### src/rtl/ctr_block_gen.sv
// ctr_block_gen: CTR-mode counter-block generator. It holds a nonce||counter
// block and streams a bounded run of consecutive blocks to the cipher core
// over a valid/ready handshake. Only the low CTR_W field ever increments;
// overflow of that field either wraps (WRAP_MODE=1) or halts with an error
// (WRAP_MODE=0).
module ctr_block_gen #(
   parameter int BLOCK_W   = 128,
   parameter int CTR_W     = 32,
   parameter int LEN_W     = 16,
   parameter int WRAP_MODE = 0
) (
   input  logic               clk_i,
   input  logic               rst_ni,
   input  logic               clr_i,
   input  logic               load_i,
   input  logic [BLOCK_W-1:0] iv_i,
   input  logic               start_i,
   input  logic [LEN_W-1:0]   num_blocks_i,
   output logic [BLOCK_W-1:0] blk_o,
   output logic               blk_valid_o,
   input  logic               blk_ready_i,
   output logic [LEN_W-1:0]   remaining_o,
   output logic               busy_o,
   output logic               done_o,
   output logic               wrap_o,
   output logic               err_o
);

   typedef enum logic [1:0] {
      IDLE = 2'd0,
      RUN  = 2'd1,
      HALT = 2'd2
   } state_t;

   // Selects the incrementing low field; built by shifting so that
   // CTR_W == BLOCK_W (no nonce bits at all) needs no special case.
   localparam logic [BLOCK_W-1:0] LOW_MASK = {BLOCK_W{1'b1}} >> (BLOCK_W - CTR_W);

   state_t             state_q;
   logic               run_q;
   logic [BLOCK_W-1:0] counter_q;
   logic [LEN_W-1:0]   remaining_q;
   logic               done_q;
   logic               wrap_q;
   logic               err_q;

   logic [BLOCK_W-1:0] counter_inc;
   logic               low_full;
   logic               last_blk;

   // The carry out of the low field is masked away, so the nonce bits are
   // never disturbed and an all-ones field naturally becomes zero.
   assign counter_inc = (counter_q & ~LOW_MASK) | ((counter_q + BLOCK_W'(1)) & LOW_MASK);
   assign low_full    = (counter_q & LOW_MASK) == LOW_MASK;
   assign last_blk    = remaining_q == LEN_W'(1);

   // Main FSM: reset beats clear, clear beats load, load beats start/handshake.
   always_ff @(posedge clk_i) begin
      if (!rst_ni) begin
         state_q     <= IDLE;
         run_q       <= 1'b0;
         counter_q   <= '0;
         remaining_q <= '0;
         done_q      <= 1'b0;
         wrap_q      <= 1'b0;
         err_q       <= 1'b0;
      end else if (clr_i) begin
         state_q     <= IDLE;
         run_q       <= 1'b0;
         counter_q   <= '0;
         remaining_q <= '0;
         done_q      <= 1'b0;
         wrap_q      <= 1'b0;
         err_q       <= 1'b0;
      end else begin
         done_q <= 1'b0;
         case (state_q)
            IDLE: begin
               if (load_i) begin
                  counter_q <= iv_i;
                  wrap_q    <= 1'b0;
                  err_q     <= 1'b0;
               end
               if (start_i && (num_blocks_i != '0)) begin
                  state_q     <= RUN;
                  run_q       <= 1'b1;
                  remaining_q <= num_blocks_i;
               end
            end
            RUN: begin
               if (blk_ready_i) begin
                  remaining_q <= remaining_q - LEN_W'(1);
                  if (low_full && (WRAP_MODE == 0)) begin
                     state_q <= HALT;
                     run_q   <= 1'b0;
                     err_q   <= 1'b1;
                  end else begin
                     counter_q <= counter_inc;
                     if (low_full) begin
                        wrap_q <= 1'b1;
                     end
                     if (last_blk) begin
                        state_q <= IDLE;
                        run_q   <= 1'b0;
                        done_q  <= 1'b1;
                     end
                  end
               end
            end
            HALT: begin
               if (load_i) begin
                  state_q   <= IDLE;
                  counter_q <= iv_i;
                  wrap_q    <= 1'b0;
                  err_q     <= 1'b0;
               end
            end
            default: begin
               state_q <= IDLE;
               run_q   <= 1'b0;
            end
         endcase
      end
   end

   assign blk_o       = counter_q;
   assign blk_valid_o = run_q;
   assign busy_o      = run_q;
   assign remaining_o = remaining_q;
   assign done_o      = done_q;
   assign wrap_o      = wrap_q;
   assign err_o       = err_q;

endmodule

### config.mk
export PLATFORM = sky130hd
export DESIGN_NAME = ctr_block_gen
export DESIGN_NICKNAME = d
export VERILOG_FILES = /design/src/rtl/ctr_block_gen.sv
export SDC_FILE = /design/constraint.sdc
export NUM_CORES = 1
export LEC_CHECK = 0
export ABC_CLOCK_PERIOD_IN_PS = 5100
export CAP_MARGIN = 10
export CORE_ASPECT_RATIO = 0.8
export CORE_UTILIZATION = 45
export CTS_CLUSTER_DIAMETER = 150
export DETAILED_ROUTE_END_ITERATION = 7
export GPL_ROUTABILITY_DRIVEN = 1
export GPL_TIMING_DRIVEN = 0
export MAX_ROUTING_LAYER = met4
export PLACE_DENSITY_LB_ADDON = 0.1
export SLEW_MARGIN = 20
export SYNTH_ARGS = -nofsm -noshare
export SYNTH_HDL_FRONTEND = slang
export SYNTH_SLANG_ARGS = --single-unit
### constraint.sdc
create_clock -name clk_i -period 5.1 [get_ports clk_i]
set_input_delay 0.51 -clock clk_i [delete_from_list [all_inputs] [get_ports clk_i]]
set_output_delay 0.51 -clock clk_i [all_outputs]
set_load 0.01 [all_outputs]
Word-level counts from Yosys, hierarchy flattened

Cells that the tools add are included.
Widths: inputs -> output; s select.

Add/subtract/negate cells: 2
Equal/unequal tests: 11
Muxes and demuxes: 23
Bitwise operators: 5
Reduce and logical (&&, ||, !) cells: 13

Operators with widths:

| kind                  | number |
|---|---|
| $mux 128              | 3 |
| $pmux 128 s2          | 1 |
| $or 128x32->128       | 1 |
| $add 32x1->32 const B | 1 |
| $eq 32x32->1 const B  | 1 |
| $mux 16               | 2 |
| $pmux 16 s2           | 1 |
| $eq 16x1->1 const B   | 1 |
| $reduce_and 4->1      | 4 |
| $reduce_bool 16->1    | 1 |
| $sub 16x1->16 const B | 1 |
| $mux 2                | 5 |
| $ne 2x2->1 const B    | 5 |
| $mux 1                | 8 |
| $pmux 2 s3            | 1 |
| $reduce_or 5->1       | 1 |
| $not 1->1             | 4 |
| $reduce_bool 2->1     | 2 |
| $reduce_or 2->1       | 2 |
| $ne 3x3->1 const B    | 1 |
| $pmux 1 s3            | 1 |
| $reduce_and 3->1      | 1 |
| $eq 2x1->1 const B    | 1 |
| $eq 2x2->1 const B    | 1 |
| other kinds (4)       | 4 |

Register bits: 149
Input bits: 150
Output and inout port bits: 149
Logic and storage cells: 60

Longest topological paths before layout

Gate-level depths: netlist of the first run.

Depth in word-level cells: 5
Gate-level depth with buffers: 9
Mapped depth without buffers: 8

Worst setup path before layout of the first run

No wires, ideal clock.

Path type: reg2reg
From: register counter_q[0] (netlist: blk_o[0])
To: register counter_q[12] (netlist: blk_o[12])
Library setup time: 0.135 ns
Arrival time: 2.130 ns
Required time: 4.965 ns
Setup slack: 2.835 ns
Stages on the path, launching flop included: 9
Buffers on the path: 1
Period minus slack after synthesis: 2.265 ns
Cells stage by stage: dfxtp_1 -> ha_1 -> nand4_1 -> or4_1 -> or3_4 -> nor2b_4 -> buf_6 -> a21oi_1 -> a211oi_1

Longest elaborated chain between the ends: 5
Elaborated cells between the ends (all ways): 8
Those cells by class: 1 x add/sub; 2 x eq/ne; 3 x mux; 1 x bitwise; 1 x reduce/logical

RTL lines:

| item                   | line | RTL |
|---|---|---|
| start, declared        | 41   | `logic [BLOCK_W-1:0] counter_q;` |
| start signal, assigned | 80   | `counter_q <= iv_i;` |
| start signal, assigned | 98   | `counter_q <= counter_inc;` |
| start signal, assigned | 113  | `counter_q <= iv_i;` |
| $add 32x1->32          | 53   | `assign counter_inc = (counter_q & ~LOW_MASK) \| ((counter_q + BLOCK_W'(1)) & LOW_MASK);` |
| $or 128x32->128        | 53   |  |
| $mux 128               | 93   | `if (low_full && (WRAP_MODE == 0)) begin` |
| $mux 128               | 91   | `if (blk_ready_i) begin` |
| $pmux 128 s2           | 77   | `case (state_q)` |

Several ways; a longest one is shown, not always the timed one. The select of a mux whose other input is x is not followed.
A chain may end at the register's enable or synchronous reset.

Worst setup path in the final report of the first run

From: register state_q[0]
To: register counter_q[42] (netlist: blk_o[42])

Longest elaborated chain between the ends: 4
Elaborated cells between the ends (all ways): 10
Those cells by class: 5 x eq/ne; 1 x mux; 4 x reduce/logical

RTL lines:

| item                                                                    | line | RTL |
|---|---|---|
| start, declared                                                         | 39   | `state_t state_q;` |
| start signal, assigned                                                  | 60   | `state_q <= IDLE;` |
| start signal, assigned                                                  | 68   | `state_q <= IDLE;` |
| start signal, assigned                                                  | 85   | `state_q <= RUN;` |
| $eq 2x2->1 / $logic_not 2->1 (equally long branches)                    | 77   |  |
| $reduce_or 2->1 (no source line)                                        | --   |  |
| $ne 2x1->1 (no source line) / $reduce_bool 2->1 (equally long branches) | --   |  |
| $reduce_and 4->1 (no source line)                                       | --   |  |

Several ways; a longest one is shown, not always the timed one.

==> metrics.cfg, run 1 <==
[outcome]
status = finished clean

[power]
vdd_drop_max_uv = 255.9
power_density_mw_per_mm2 = 288.8
pwr-share-comb_pct = 15.6
p_int_mw = 2.196
seq_power_share_pct = 41.3
pwr-share-clk_pct = 43.1
leakagePower_nw = 3.638
switching_share_pct = 26.72
power.net_switching_uw = 800.9

[die]
start_util_pct = 46.04
ios = 299
die_h_um = 110.2
core_area_mm2 = 0.01430
std_cell_rows = 39
die_area_mm2 = 0.01512
die_w_um = 137.2

[critical_path]
crit_slowest_cell = clkbuf_1
crit_arrival_ns = 3.39
cpPeakStageDelay_ns = 0.53
startpoint_type = register
r2r_end = blk_o[42]
end_kind = register
path_depth = 7
crit_start = state_q[0]
rr_worst_depth = 7
critPathKind = register to register
cpLargestDelayFamily = buffers and inverters
cp_cell_sequence = buf_1 > clkinv_1 > nand2_1 > clkbuf_1 > clkbuf_1 > nand2_1 > a21oi_1
r2r_slack_ns = 2.06
rr_startpoint = state_q[0]
path_buf_inv = 4
critPathMaxFanout = 10
critPathCapture = blk_o[42]
cp.required_ns = 5.45

[cts]
clk_latency_ns = 0.43
cts.sinks = 149
cts_tree = done
postCtsHoldBufs = 0
clock_path_buffers = 2
cts_setup_buffers = 0
clockRootBuffer = clkbuf_16
clk_pin_slew_ns = 0.06
cts_resized = 0
htreeDepth = 4
numCtsBuffers = 17

[grt]
grt_pass1_wl_um = 34920
grt_max_degree = 17
grt_overflow = 0
antenna_found_initial = 0
grt_usage_pct = 31.45
grt_pass1_vias = 6825

[yosys]
syn_inst = 869
syn_avg_cell_area_um2 = 7.575
async_flop_share_pct = 0
synth_edf_count = 0
ys_seq_elements = 149
synth_flop_cell = dfxtp_1
yosys.cell_types.count = 57
synth.net_count = 1022
synth_area_mm2 = 0.006583
yosys_warnings = 0
ys_seq_area_share_pct = 45.31

[cells_and_area]
design_area_mm2 = 0.01038
n_antenna_cell = 0
syn2layout_area_growth_pct = 57.65
drive_gt1_share_pct = 4.428
num-nets-final = 1337

[drt]
wl_um = 24200
drtIter0Drc = 801
drc = 0
ant_nets = 0
avgRoutedWirePerCell_um = 17.52
via_per_inst = 5.556
drtPass1Iterations = 8
route.vias.total = 7673

[placed_design]
placed_area_mm2 = 0.009776
dp_hpwl_um = 17550
routabilityCongestion = 0.9522
port_buffers = 296

[timing]
fin_skew_ns = 0.01225
setup_violations = 0
post-route-period-util_pct = 59.62
whs_ns = 0.4532
slew-limit-headroom_pct = 48.06
finalHoldViolCount = 0
finalCriticalPeriod_ns = 3.041
max_freq_mhz = 328.9
rsz0062_at_grt = no
tightest_slew_ns = 0.7791
slew_violations = 0
fin_setup_tns_ns = 0

[min_path]
hold_start = blk_o[91]
holdCritPathClass = register to register

[run]
max-cap-violations = 0

[cell type report]
class / count / area [um2]
repair buffers: 296 / 2963
clock inverters: 13 / 148.9
flip-flops and latches: 149 / 2983
fillers: 1157 / 3920
well taps: 184 / 230.2
multi-input cells: 649 / 3299
inverters: 7 / 26.28
clock buffers: 19 / 452.9
plain buffers: 64 / 274.0
[Yosys cell counts, types with 2 or more instances]
library cell | number | area, um2
a211oi_1 | 7 | 52.55
a21oi_1 | 133 | 665.6
a221oi_1 | 5 | 43.79
a22oi_1 | 15 | 112.6
a31oi_1 | 16 | 100.1
a32oi_1 | 4 | 35.03
a41oi_1 | 2 | 17.52
and2_1 | 5 | 31.28
and3_1 | 8 | 50.05
and4_1 | 5 | 43.79
buf_1 | 6 | 22.52
buf_2 | 3 | 15.01
buf_4 | 2 | 15.01
buf_6 | 3 | 33.78
clkbuf_1 | 50 | 187.7
dfxtp_1 | 149 | 2983
ha_1 | 3 | 37.54
inv_1 | 6 | 22.52
mux2_2 | 4 | 45.04
mux2i_1 | 3 | 30.03
nand2_1 | 240 | 900.9
nand2b_1 | 3 | 18.77
nand3_1 | 21 | 105.1
nand3b_1 | 3 | 22.52
nand4_1 | 13 | 81.33
nor2_1 | 49 | 183.9
nor2b_1 | 3 | 18.77
nor3_1 | 21 | 105.1
nor3b_1 | 3 | 22.52
nor4_1 | 10 | 62.56
o211ai_1 | 4 | 30.03
o21ai_0 | 29 | 145.1
o22ai_1 | 4 | 25.02
o311ai_0 | 2 | 17.52
o31ai_1 | 4 | 30.03
or3_1 | 3 | 18.77
or3_4 | 3 | 33.78
or4_1 | 6 | 45.04
[flip-flops by register name (all words and copies together) (netlist names)]
signal / count
err_o: 1
state_q: 2
done_o: 1
blk_o: 128
remaining_o: 16
blk_valid_o: 1
[worst reg2reg max path, delay by kind of cell (launching register included)]
family | cells | cell delay, ns
buffers and inverters | 4 | 1.84
AND/OR/NAND/NOR | 2 | 0.59
flip-flops | 1 | 0.36
AO/OA/AOI/OAI | 1 | 0.17
[layout by cell type (no fill, tap or decap), types with 5 or more instances in the layout]
master and n:
or4_1 6, dfxtp_1 149, clkbuf_1 50, and3_1 8
nor4_1 10, clkdlybuf4s50_1 296, a31oi_1 16, clkbuf_16 17
nand2_1 240, clkinvlp_4 5, o21ai_0 29, nor2_1 49
buf_1 6, and4_1 5, nor3_1 21, and2_1 5
nand4_1 13, a221oi_1 5, a22oi_1 15, a211oi_1 7
inv_1 6, nand3_1 21, a21oi_1 133
[how the worst min path moves through the flow]
stage          slack, ns    endpoint  cells past startpoint
6_report            0.45   blk_o[91]                      2
5_1_grt             0.46   blk_o[34]                      2
4_1_cts             0.45  blk_o[110]                      2
3_5_place_dp        0.45   blk_o[36]                      2
3_3_place_gp        0.44   blk_o[84]                      2
2_1_floorplan       0.48  blk_o[100]                      2
[logic make-up after synthesis]
family | after synthesis | synth area share [%]
xor gates and xnor gates | 1 | 0.1331
and+or+nand+nor | 401 | 27.30
buffers and inverters | 71 | 4.562
muxes | 7 | 1.140
adders and majority gates | 3 | 0.5703
AOI/OAI and AO/OA | 236 | 20.93
DFF | 149 | 45.31
other | 1 | 0.05697
[power groups by stage]
stage / Sequential (mW) / Clock, mW / Combinational (mW)
global route: 1.24 / 1.34 / 0.505
finish: 1.24 / 1.29 / 0.468
global placement: 1.26 / 0 / 0.459
floorplan: 1.27 / 0 / 0.185
CTS: 1.24 / 1.29 / 0.465
detailed placement: 1.26 / 0 / 0.461
[routing by layer]
metal | GRT usage, % | part of all wire [%] | vias to the layer above
li1 | - | - | 3690
met1 | 38.30 | 41 | 3481
met2 | 49.03 | 46 | 441
met3 | 9.008 | 10 | 61
met4 | 12.79 | 2.7 | 0
met5 | - | 0 | -
[through the flow]
step / setup WS, ns / utilization (%) / power [mW] / instances
after detailed placement: 2.195 / 68.37 / 1.724 / 1349
after floorplan: 2.835 / - / 1.459 / 869
after CTS: 2.159 / 72.58 / 2.993 / 1381
after global placement: 2.199 / 68.37 / 1.720 / 1349
after global routing: 1.873 / 72.58 / 3.091 / 1381
final: 2.059 / 72.58 / 2.997 / 1381
(Power assumes the default switching activity.)
==> run 2: changes to the inputs <==
--- a/config.mk
+++ b/config.mk
@@ -5,10 +5,10 @@
 export SDC_FILE = /design/constraint.sdc
 export NUM_CORES = 1
 export LEC_CHECK = 0
-export ABC_CLOCK_PERIOD_IN_PS = 5100
+export ABC_CLOCK_PERIOD_IN_PS = 2600
 export CAP_MARGIN = 10
 export CORE_ASPECT_RATIO = 0.8
-export CORE_UTILIZATION = 45
+export CORE_UTILIZATION = 38
 export CTS_CLUSTER_DIAMETER = 150
 export DETAILED_ROUTE_END_ITERATION = 7
 export GPL_ROUTABILITY_DRIVEN = 1
==> constraint.sdc (replaced) <==
create_clock -name clk_i -period 2.6 [get_ports clk_i]
set_input_delay 0.26 -clock clk_i [delete_from_list [all_inputs] [get_ports clk_i]]
set_output_delay 0.26 -clock clk_i [all_outputs]
set_load 0.01 [all_outputs]
==> metrics.cfg, run 2 (synthesized netlist as in run 1, its figures left out) <==
[critical_path]
crit_slowest_cell = or4_1  ; was clkbuf_1
critPathKind = register to register  ; unchanged
cp.required_ns = 2.95  ; was 5.45 ns
crit_arrival_ns = 2.82  ; was 3.39 ns
startpoint_type = register  ; unchanged
cpPeakStageDelay_ns = 0.60  ; was 0.53 ns
cp_cell_sequence = ha_2 > nand4_1 > or4_1 > or3_4 > o21ai_4 > buf_6 > a22oi_1 > o22ai_1  ; was buf_1 > clkinv_1 > nand2_1 > clkbuf_1 > clkbuf_1 > nand2_1 > a21oi_1
critPathMaxFanout = 10  ; unchanged
end_kind = register  ; unchanged
cpLargestDelayFamily = simple AND/OR/NAND/NOR gates  ; was buffers and inverters
path_buf_inv = 1  ; was 4

[cts]
numCtsBuffers = 17  ; unchanged
clk_latency_ns = 0.44  ; was 0.43 ns
clockRootBuffer = clkbuf_16  ; unchanged
cts.sinks = 149  ; unchanged
postCtsHoldBufs = 0  ; unchanged
clock_path_buffers = 2  ; unchanged
clk_pin_slew_ns = 0.07  ; was 0.06 ns
cts_tree = done  ; unchanged
htreeDepth = 4  ; unchanged
cts_setup_buffers = 0  ; unchanged

[power]
p_int_mw = 4.124  ; was 2.196 mW
pwr-share-clk_pct = 42.1  ; was 43.1%
leakagePower_nw = 3.643  ; was 3.638 nW
seq_power_share_pct = 42.0  ; was 41.3%
vdd_drop_max_uv = 475.7  ; was 255.9 uV
power_density_mw_per_mm2 = 554.8  ; was 288.8 mW/mm2
power.net_switching_mw = 1.650  ; was 800.9 uW
pwr-share-comb_pct = 15.9  ; was 15.6%
switching_share_pct = 28.58  ; was 26.72%

[min_path]
holdCritPathClass = primary input to register  ; was register to register

[grt]
grt_usage_pct = 28.28  ; was 31.45%
grt_overflow = 0  ; unchanged
grt_pass1_vias = 7027  ; was 6825
grt_pass1_wl_um = 37850  ; was 34920 um
grt_max_degree = 17  ; unchanged
antenna_found_initial = 0  ; unchanged

[die]
ios = 299  ; unchanged
std_cell_rows = 42  ; was 39
die_area_mm2 = 0.01786  ; was 0.01512 mm2
core_area_mm2 = 0.01676  ; was 0.01430 mm2
start_util_pct = 39.27  ; was 46.04%
die_w_um = 149.2  ; was 137.2 um
die_h_um = 119.7  ; was 110.2 um

[cells_and_area]
ff_latch_area_mm2 = 0.002983  ; unchanged
drive_gt1_share_pct = 4.845  ; was 4.428%
syn2layout_area_growth_pct = 58.09  ; was 57.65%
post-route-util_pct = 62.08  ; was 72.58%
multi_input_area_mm2 = 0.003307  ; was 0.003299 mm2
final_cell_mix = 296 x clkdlybuf4s50_1, 239 x nand2_1, 149 x dfxtp_1  ; was 296 x clkdlybuf4s50_1, 240 x nand2_1, 149 x dfxtp_1
design_area_mm2 = 0.01041  ; was 0.01038 mm2
num-nets-final = 1337  ; unchanged
layout_commonest_cell = clkdlybuf4s50_1  ; unchanged
instances_no_fill = 1417  ; was 1381
nFillCells = 1509  ; was 1157
n_antenna_cell = 0  ; unchanged
largest_reg_flops = 128  ; unchanged

[timing]
finalCriticalPeriod_ns = 2.469  ; was 3.041 ns
slew-limit-headroom_pct = 49.48  ; was 48.06%
rsz0062_at_grt = no  ; unchanged
fin_skew_ns = 0.01139  ; was 0.01225 ns
tightest_slew_ns = 0.7577  ; was 0.7791 ns
setup_slack_ns = 0.1310  ; was 2.059 ns
post-route-period-util_pct = 94.96  ; was 59.62%
setup_violations = 0  ; unchanged
finalHoldViolCount = 0  ; unchanged
slew_violations = 0  ; unchanged
fin_setup_tns_ns = 0  ; unchanged
max_freq_mhz = 405.0  ; was 328.9 MHz

[drt]
avgRoutedWirePerCell_um = 17.24  ; was 17.52 um
wl_um = 24430  ; was 24200 um
route.vias.total = 7575  ; was 7673
drc = 0  ; unchanged
drtIter0Drc = 566  ; was 801
ant_nets = 0  ; unchanged
via_per_inst = 5.346  ; was 5.556
drtPass1Iterations = 7  ; was 8

[placed_design]
routabilityCongestion = 0.9289  ; was 0.9522
dpl.cell_count = 1385  ; was 1349
port_buffers = 296  ; unchanged
pre_cts_slack_ns = -0.3806  ; was 2.195 ns
placed_area_mm2 = 0.009821  ; was 0.009776 mm2
dp_hpwl_um = 18030  ; was 17550 um

[outcome]
status = finished clean  ; unchanged

[run]
max-cap-violations = 0  ; unchanged

run 2: cell count changes in the layout (fill, tap and decap cells not counted), sizes merged:
| cell | previous run | this run |
|---|---|---|
| bufinv | 2 | 0 |
| clkbuf | 69 | 68 |
| clkinvlp | 5 | 1 |
| clkinv | 4 | 7 |
| inv | 9 | 13 |
run 2: worst register-to-register path, delay by kind of cell, from the launching register on:
kind	cells	cell delay (ns)
flip-flops	1	0.42
AND/OR/NAND/NOR	3	1.13
AO/OA/AOI/OAI	3	0.38
adder cells (fa/ha/maj)	1	0.26
buffers and inverters	1	0.21
run 2: cell type report:
cell class / count / area share (%)
tap: 220 / 2.645
timing repair buffer: 296 / 28.47
clock buffer: 18 / 4.220
sequential: 149 / 28.66
buffer: 64 / 2.657
inverter: 7 / 0.2525
clock inverter: 14 / 1.311
multi-input combinational: 649 / 31.78
run 2: final timing paths:
| path | from | to | slack, ns | cells past startpoint |
|---|---|---|---|---|
| worst max-delay path | blk_o[0] | blk_o[30] | 0.13 | 8 |
| worst min-delay path | load_i | blk_o[23] | 0.34 | 3 |
| worst min register to register | blk_o[55] | blk_o[55] | 0.45 | 2 |
| worst max register to register | blk_o[0] | blk_o[30] | 0.13 | 8 |
run 2: power by group through the flow:
stage               logic [mW]  registers (mW)  clock network [mW]
detailed placement       0.912            2.48                   0
floorplan                0.362            2.50                   0
CTS                      0.919            2.42                2.46
finish                   0.918            2.43                2.43
global placement         0.913            2.47                   0
global route             0.999            2.44                2.56
run 2: per-layer routing:
| layer | global-route usage, % | vias up | part of all wire (%) |
|---|---|---|---|
| met5 | - | - | 0 |
| met4 | 10.27 | 0 | 2.7 |
| met3 | 6.730 | 55 | 8.9 |
| met2 | 42.73 | 364 | 45 |
| met1 | 36.68 | 3474 | 43 |
| li1 | - | 3682 | - |
run 2: per-stage QoR:
stage	power [mW]	hold slack [ns]
after floorplan	2.861	0.3960
after global placement	3.387	0.4410
after detailed placement	3.387	0.4457
after CTS	5.802	0.3196
after global routing	6.001	0.3573
final	5.774	0.3381
run 2: timing repair:
action                                 4_1_cts  5_1_grt
resized for setup                            3        2
setup endpoints to repair                   22        3
endpoints found under the hold margin        0        0
==> run 3: changes to the inputs <==
--- a/config.mk
+++ b/config.mk
@@ -15,6 +15,7 @@
 export GPL_TIMING_DRIVEN = 0
 export MAX_ROUTING_LAYER = met4
 export PLACE_DENSITY_LB_ADDON = 0.1
+export RECOVER_POWER = 25
 export SLEW_MARGIN = 20
 export SYNTH_ARGS = -nofsm -noshare
 export SYNTH_HDL_FRONTEND = slang
==> metrics.cfg, run 3 (synthesized netlist as in run 1, its figures left out) <==
[drt]
route.vias.total = 7543  ; was 7575
drtPass1Iterations = 5  ; was 7
wl_um = 24420  ; was 24430 um
ant_nets = 0  ; unchanged
avgRoutedWirePerCell_um = 17.24  ; about the same
via_per_inst = 5.323  ; was 5.346
drtIter0Drc = 485  ; was 566
drc = 0  ; unchanged

[critical_path]
startpoint_type = register  ; unchanged
crit_arrival_ns = 2.82  ; about the same
rr_startpoint = blk_o[0]  ; unchanged
critPathKind = register to register  ; unchanged
critPathMaxFanout = 10  ; unchanged
r2r_end = blk_o[30]  ; unchanged
end_kind = register  ; unchanged
cp.required_ns = 2.95  ; about the same
r2r_slack_ns = 0.13  ; about the same
critPathCapture = blk_o[30]  ; unchanged
rr_worst_depth = 8  ; unchanged
crit_start = blk_o[0]  ; unchanged

[timing]
finalCriticalPeriod_ns = 2.466  ; was 2.469 ns
tightest_slew_ns = 0.7558  ; was 0.7577 ns
finalHoldViolCount = 0  ; unchanged
slew_violations = 0  ; unchanged
slew-limit-headroom_pct = 49.61  ; was 49.48%
setup_slack_ns = 0.1339  ; was 0.1310 ns
rsz0062_at_grt = no  ; unchanged
max_freq_mhz = 405.5  ; was 405.0 MHz
setup_violations = 0  ; unchanged
fin_skew_ns = 0.01039  ; was 0.01139 ns
post-route-period-util_pct = 94.85  ; was 94.96%
whs_ns = 0.3288  ; was 0.3381 ns

[cts]
cts_tree = done  ; unchanged
cts_setup_buffers = 0  ; unchanged
postCtsHoldBufs = 0  ; unchanged
clockRootBuffer = clkbuf_16  ; unchanged
cts.sinks = 149  ; unchanged
numCtsBuffers = 17  ; unchanged
htreeDepth = 4  ; unchanged
clk_latency_ns = 0.44  ; about the same
clock_path_buffers = 2  ; unchanged
clk_pin_slew_ns = 0.07  ; about the same

[placed_design]
port_buffers = 296  ; unchanged
dp_hpwl_um = 18030  ; unchanged
routabilityCongestion = 0.9289  ; unchanged
pre_cts_slack_ns = -0.3806  ; unchanged
placed_area_mm2 = 0.009821  ; unchanged

[die]
core_area_mm2 = 0.01676  ; unchanged
ios = 299  ; unchanged
die_h_um = 119.7  ; unchanged
start_util_pct = 39.27  ; unchanged
std_cell_rows = 42  ; unchanged
die_w_um = 149.2  ; unchanged
die_area_mm2 = 0.01786  ; unchanged

[grt]
grt_max_degree = 17  ; unchanged
grt_pass1_wl_um = 37850  ; unchanged
grt_overflow = 0  ; unchanged
antenna_found_initial = 0  ; unchanged
grt_pass1_vias = 7027  ; unchanged
grt_usage_pct = 28.28  ; unchanged

[cells_and_area]
layout_commonest_cell = nand2_1  ; was clkdlybuf4s50_1
multi_input_area_mm2 = 0.003307  ; unchanged
num-nets-final = 1337  ; unchanged
n_antenna_cell = 0  ; unchanged
nFillCells = 1509  ; unchanged
design_area_mm2 = 0.01041  ; unchanged
post-route-util_pct = 62.08  ; unchanged
syn2layout_area_growth_pct = 58.09  ; unchanged
ff_latch_area_mm2 = 0.002983  ; unchanged
final_cell_mix = 239 x nand2_1, 222 x clkdlybuf4s50_1, 149 x dfxtp_1  ; was 296 x clkdlybuf4s50_1, 239 x nand2_1, 149 x dfxtp_1
largest_reg_flops = 128  ; unchanged
drive_gt1_share_pct = 4.845  ; unchanged

[power]
power.total_mw = 5.759  ; was 5.774 mW
power_density_mw_per_mm2 = 553.4  ; was 554.8 mW/mm2
vdd_drop_max_uv = 479.6  ; was 475.7 uV
leakagePower_nw = 3.879  ; was 3.643 nW

[min_path]
holdCritPathClass = primary input to register  ; unchanged

[run]
max-cap-violations = 0  ; unchanged

[outcome]
status = finished clean  ; unchanged

-- run 3: cell types whose count changed in the layout (fill, tap and decap cells not counted), sizes merged --
cell,before,now
dlygate4sd3,0,74
clkdlybuf4s50,296,222
-- run 3: worst min-delay path by stage --
stage,start,to,slack [ns],depth (start not counted)
after floorplan,iv_i[100],blk_o[100],0.40,2
after global placement,blk_o[62],blk_o[62],0.44,2
after detailed placement,blk_o[112],blk_o[112],0.45,2
after CTS,load_i,blk_o[23],0.32,3
after global routing,load_i,blk_o[4],0.36,3
final,load_i,blk_o[23],0.33,3
-- run 3: layer usage --
layer / part of all wire (%) / vias to the layer above / track usage [%]
li1: - / 3680 / -
met1: 43 / 3459 / 36.68
met2: 45 / 354 / 42.73
met3: 8.6 / 50 / 6.730
met4: 2.7 / 0 / 10.27
met5: 0 / - / -
-- run 3: critical path: stages (launching register included) --
cell	delay (ns)
dfxtp_1	0.42
ha_2	0.26
nand4_1	0.13
or4_1	0.60
or3_4	0.39
o21ai_4	0.13
buf_6	0.20
a22oi_1	0.07
o22ai_1	0.17
-- run 3: final cells by class --
type | instances | share of cell area, %
multi-input combinational | 649 | 31.78
sequential | 149 | 28.66
timing repair buffer | 296 | 28.47
clock buffer | 18 | 4.220
buffer | 64 | 2.657
tap | 220 | 2.645
clock inverter | 14 | 1.311
inverter | 7 | 0.2525
-- run 3: what timing repair did --
action,CTS,global route
pin swaps,0,0
gates resized for setup,3,2
endpoints found under the setup margin,22,3
gates cloned,0,0
-- run 3: per-stage QoR --
step                      setup TNS (ns)  std cells
after floorplan                        0        869
after global placement            -6.374       1385
after detailed placement          -7.199       1385
after CTS                              0       1417
after global routing                   0       1417
final                                  0       1417
-- run 3: report_power, final --
group,internal (mW),switching [mW],total [mW],leakage [nW]
sequential,2.36,0.0661,2.42,1.21
clock,1.29,1.14,2.43,0.281
combinational,0.460,0.446,0.906,2.39
